File: src/rtl/fifo_rr_scheduler_pkg.sv
// fifo_rr_scheduler_pkg: shared queue count, id width and FSM encoding for the FIFO-bank scheduler
package fifo_rr_scheduler_pkg;
  localparam int NUM_Q = 4;
  localparam int ID_W = 2;
  typedef enum logic {ST_IDLE, ST_SERVE} state_t;
endpackage

File: src/rtl/fifo_rr_scheduler_if.sv
// fifo_rr_scheduler_if: FIFO-bank heads/pops plus the tagged downstream word stream
interface fifo_rr_scheduler_if
  import fifo_rr_scheduler_pkg::*;
#(parameter int DATA_W = 8);
  logic [NUM_Q-1:0] empty;
  logic [NUM_Q-1:0] pop;
  logic [NUM_Q*DATA_W-1:0] fifo_data;
  logic down_full;
  logic [DATA_W-1:0] data_out;
  logic [ID_W-1:0] id;
  logic valid_out;
  logic busy;
  modport master (input empty, fifo_data, down_full, output pop, data_out, id, valid_out, busy);
  modport slave (output empty, fifo_data, down_full, input pop, data_out, id, valid_out, busy);
endinterface

File: src/rtl/fifo_rr_scheduler_rr_pick.sv
// rr_pick: rotating-priority encoder, first requester at or after ptr wins
module rr_pick
  import fifo_rr_scheduler_pkg::*;
(
  input  logic [NUM_Q-1:0] req,
  input  logic [ID_W-1:0]  ptr,
  output logic [ID_W-1:0]  gnt_id,
  output logic             any
);
  always_comb begin
    gnt_id = ptr;
    for (int k = NUM_Q - 1; k >= 0; k--)
      if (req[ptr + ID_W'(k)]) gnt_id = ptr + ID_W'(k);
  end
  assign any = |req;
endmodule

File: src/rtl/fifo_rr_scheduler.sv
// fifo_rr_scheduler: grants one non-empty FIFO per burst of up to QUANTUM pops, round-robin
module fifo_rr_scheduler
  import fifo_rr_scheduler_pkg::*;
#(
  parameter int DATA_W = 8,
  parameter int QUANTUM = 4
)(
  input logic clk,
  input logic reset,
  fifo_rr_scheduler_if.master bus
);
  localparam int CNT_W = $clog2(QUANTUM) + 1;
  state_t state, state_n;
  logic [ID_W-1:0] cur, cur_n, ptr, ptr_n, gnt_id;
  logic [CNT_W-1:0] cnt, cnt_n;
  logic any, popping;
  rr_pick u_pick (.req(~bus.empty), .ptr(ptr), .gnt_id(gnt_id), .any(any));
  assign popping = state == ST_SERVE && !bus.empty[cur] && !bus.down_full && !reset;
  assign bus.pop = popping ? NUM_Q'(1) << cur : '0;
  assign bus.busy = state == ST_SERVE;
  // a stall holds everything; only an empty head or the last quantum pop hands over
  always_comb begin
    state_n = state;
    cur_n = cur;
    ptr_n = ptr;
    cnt_n = popping ? cnt + 1'b1 : cnt;
    if (state == ST_IDLE) begin
      state_n = any ? ST_SERVE : ST_IDLE;
      cur_n = any ? gnt_id : cur;
      cnt_n = any ? '0 : cnt;
    end else if (bus.empty[cur] || (popping && cnt == CNT_W'(QUANTUM - 1))) begin
      state_n = ST_IDLE;
      ptr_n = cur + 1'b1;
    end
  end
  always_ff @(posedge clk)
    if (reset) begin
      state <= ST_IDLE;
      cur <= '0;
      ptr <= '0;
      cnt <= '0;
      bus.valid_out <= 1'b0;
      bus.data_out <= '0;
      bus.id <= '0;
    end else begin
      state <= state_n;
      cur <= cur_n;
      ptr <= ptr_n;
      cnt <= cnt_n;
      bus.valid_out <= popping;
      if (popping) begin
        bus.data_out <= bus.fifo_data[cur*DATA_W +: DATA_W];
        bus.id <= cur;
      end
    end
endmodule

File: src/flat_wrapper.sv
// flat-port wrapper written by rule: the top's interface ports become plain ports
module fifo_rr_scheduler_flat import fifo_rr_scheduler_pkg::*;
#(
  parameter int DATA_W = 8,
  parameter int QUANTUM = 4
)
  (clk, reset, bus_empty, bus_fifo_data, bus_down_full, bus_pop, bus_data_out, bus_id, bus_valid_out, bus_busy);
  fifo_rr_scheduler_if #(.DATA_W(DATA_W)) bus_i ();
  input logic clk;
  input logic reset;
  input wire logic [$bits(bus_i.empty)-1:0] bus_empty;
  input wire logic [$bits(bus_i.fifo_data)-1:0] bus_fifo_data;
  input wire logic [$bits(bus_i.down_full)-1:0] bus_down_full;
  output wire logic [$bits(bus_i.pop)-1:0] bus_pop;
  output wire logic [$bits(bus_i.data_out)-1:0] bus_data_out;
  output wire logic [$bits(bus_i.id)-1:0] bus_id;
  output wire logic [$bits(bus_i.valid_out)-1:0] bus_valid_out;
  output wire logic [$bits(bus_i.busy)-1:0] bus_busy;
  assign bus_i.empty = bus_empty;
  assign bus_i.fifo_data = bus_fifo_data;
  assign bus_i.down_full = bus_down_full;
  assign bus_pop = bus_i.pop;
  assign bus_data_out = bus_i.data_out;
  assign bus_id = bus_i.id;
  assign bus_valid_out = bus_i.valid_out;
  assign bus_busy = bus_i.busy;
  fifo_rr_scheduler #(.DATA_W(DATA_W), .QUANTUM(QUANTUM)) u_core (.clk(clk), .reset(reset), .bus(bus_i));
endmodule
File: config.mk
export PLATFORM = sky130hd
export DESIGN_NAME = fifo_rr_scheduler_flat
export DESIGN_NICKNAME = d
export VERILOG_FILES = /design/src/rtl/fifo_rr_scheduler_pkg.sv /design/src/rtl/fifo_rr_scheduler_if.sv /design/src/rtl/fifo_rr_scheduler_rr_pick.sv /design/src/rtl/fifo_rr_scheduler.sv /design/src/flat_wrapper.sv
export SDC_FILE = /design/constraint.sdc
export NUM_CORES = 1
export LEC_CHECK = 0
export ABC_AREA = 1
export BUFFER_PORTS_ARGS = -buffer_cell sky130_fd_sc_hd__buf_2
export CAP_MARGIN = 15
export CORE_MARGIN = 1.5
export CORE_UTILIZATION = 51
export CTS_CLUSTER_DIAMETER = 120
export DETAILED_ROUTE_END_ITERATION = 8
export MAX_ROUTING_LAYER = met4
export PLACE_DENSITY = 0.85
export SYNTH_ARGS = -nofsm -noshare
export SYNTH_HDL_FRONTEND = slang
export SYNTH_SLANG_ARGS = --single-unit
export TNS_END_PERCENT = 100
File: constraint.sdc
create_clock -name clk -period 3.3 [get_ports clk]
set_input_delay 0.66 -clock clk [delete_from_list [all_inputs] [get_ports clk]]
set_output_delay 0.66 -clock clk [all_outputs]
set_load 0.01 [all_outputs]
==> reports/results.tsv <==
metric	value	unit
finalMaxSlewViolations	0	
h-tree-depth	1	
skew	0.00688	ns
hold-worst-slack	0.474	ns
status	finished, final reports clean	
fmax	0.412	GHz
n_antenna_cell	0	
initial_core_util	0.557	
grt_overflow_total	0	
cts_setup_buffers	0	
start_kind	flop	
cap_viol_max_count	0	
final_util	0.677	
ys.flop_type	dfxtp_1	
core_area	0.00228	sq mm
clock_sinks	19	
yosys.cell_types.count	22	
drtIter0Drc	28	
required	2.64	ns
die_h	52.9	um
slew_headroom	0.642	
areaGrowthSynthToFinish	21.6	%
rsz0062_at_grt	false	
clock_path_buffers	2	
rows	17	
worst_pin_slew	0.537	ns
hold_viol_final	0	
syn_nets	248	
final.setup.tns	0	ns
n_fill_cell	221	
yosysMostFrequentCell	nand2_1	
avgSynthCellArea	6.24	sq um
nNetsFinal	298	
finalNonFillerCells	280	
via_count	1436	
cts-root-buf	clkbuf_4	
synth_top_area_share	0.300	
die_area	0.00279	sq mm
synth_edf_count	0	
drc	0	
drive_above_1_share	0.262	
drt-total-wl	3070	um
syn_area	0.00127	sq mm
grt_pass1_vias	1218	
hp-class	reg -> reg	
die_x	52.9	um
wire_per_inst	11.0	um
gp_congestion	0.924	
grt_pass1_wl	5190	um
placed_cells	276	
yosys_warnings	0	
clock_latency	0.31	ns
setup_viol	0	
synth_commonest_cells	47 x nand2_1, 35 x nor2_1, 23 x o21ai_0	
yosys.area.top_type	dfxtp_1	
ys_ff_latch	19	
ir_worst_vdd	259	uV
fin_crit_sh	0.735	
yosysSeqAreaShare	0.300	
dp_slack	1.18	ns
power_density	428	mW/mm^2
cts.clk_slew.worst_paths	0.11	ns
critPathMaxFanout	13	
ctsResizeCount	0	
cp.arrival	1.77	ns
synthCells	203	
min_period	2.43	ns
vias_per_cell	5.13	
ant_nets	0	
end_kind	output pin	
io_buffers	54	
total_leakage_power	0.827	nW
yosys-top-cells-area	dfxtp_1 30%, nand2_1 14%, nor2_1 10%	
grt_max_degree	23	
synthArstFlopShare	0	
dp_hpwl	2340	um
tritoncts	yes	
drtPass1Iterations	4	
cts_made_buffers	3	
ioPinCount	55	
cts.hold.buffers_added	0	
antenna_found_initial	0	
critical_path_class	reg -> out	
setup_slack	0.873	ns
grtUsageTotal	0.263	
final cells by class:
type                       count  area (sq um)  share of cell area
tap                           28          35.0              0.0227
clock buffer                   3          22.5              0.0146
sequential                    19           380               0.247
timing repair buffer          55           278               0.180
multi-input combinational    153           739               0.480
clock inverter                 1          5.00             0.00325
inverter                      21          81.3              0.0528
registers in the layout, indices dropped and copies added (netlist names):
signal	flops
u_core.bus.valid_out	1
u_core.bus.id	2
u_core.ptr	2
u_core.cnt	3
u_core.cur	2
u_core.bus.data_out	8
u_core.bus.busy	1
stage by stage:
| step | total power [mW] | cell area, sq um |
|---|---|---|
| 6_report | 0.659 | 1540 |
| 5_1_grt | 0.722 | 1540 |
| 4_1_cts | 0.664 | 1540 |
| 3_5_place_dp | 0.542 | 1510 |
| 3_3_place_gp | 0.540 | 1510 |
| 2_1_floorplan | 0.481 | 1270 |
routing by layer:
layer | track usage | part of all wire | vias to the layer above
met5 | - | 0 | -
met4 | 0.103 | 0.017 | 0
met3 | 0.0311 | 0.077 | 4
met2 | 0.423 | 0.44 | 60
met1 | 0.337 | 0.47 | 616
li1 | - | - | 756
final timing paths:
kind / startpoint / to / slack, ns / cells past startpoint
worst max register to register: u_core.cur[1] / u_core.bus.data_out[4] / 1.56 / 8
worst min-delay path: u_core.cnt[0] / u_core.cnt[0] / 0.47 / 1
worst min register to register: u_core.cnt[0] / u_core.cnt[0] / 0.47 / 1
worst max-delay path: u_core.cur[1] / bus_pop[0] / 0.87 / 7
report_power, final:
| part | switching [mW] | internal, mW |
|---|---|---|
| clock | 0.0762 | 0.0453 |
| sequential | 0.0224 | 0.249 |
| combinational | 0.166 | 0.0996 |
cell families (layout without fill, tap and decap cells):
logic type / after synthesis / in the layout / share of synthesized area
simple gates: 94 / 94 / 0.303
compound gates: 53 / 53 / 0.221
buf+inv: 31 / 80 / 0.116
flops: 19 / 19 / 0.300
fa+ha+maj: 6 / 6 / 0.0592
layout by cell type, fill, tap and decap left out:
cell	Yosys	routed
buf_2	5	54
nand2_1	47	47
nor2_1	35	35
o21ai_0	23	23
dfxtp_1	19	19
inv_1	18	18
a21oi_1	11	11
o21ai_1	9	9
a31oi_1	7	7
nand3_1	6	6
ha_1	6	6
clkbuf_4	0	3
inv_2	2	2
and2_1	2	2
o22ai_1	2	2
a21oi_2	1	1
nand2_2	1	1
nor3_2	1	1
nand2_4	1	1
inv_4	1	1
nand4_1	1	1
clkinv_2	0	1
buf_4	0	1
critical path, cell delays in order (launching register included):
cell,delay [ns]
dfxtp_1,0.58
inv_2,0.21
a21oi_2,0.14
o21ai_1,0.09
nand2_2,0.10
nand2_4,0.09
nor2_1,0.11
buf_2,0.13
(Power assumes the default switching activity.)
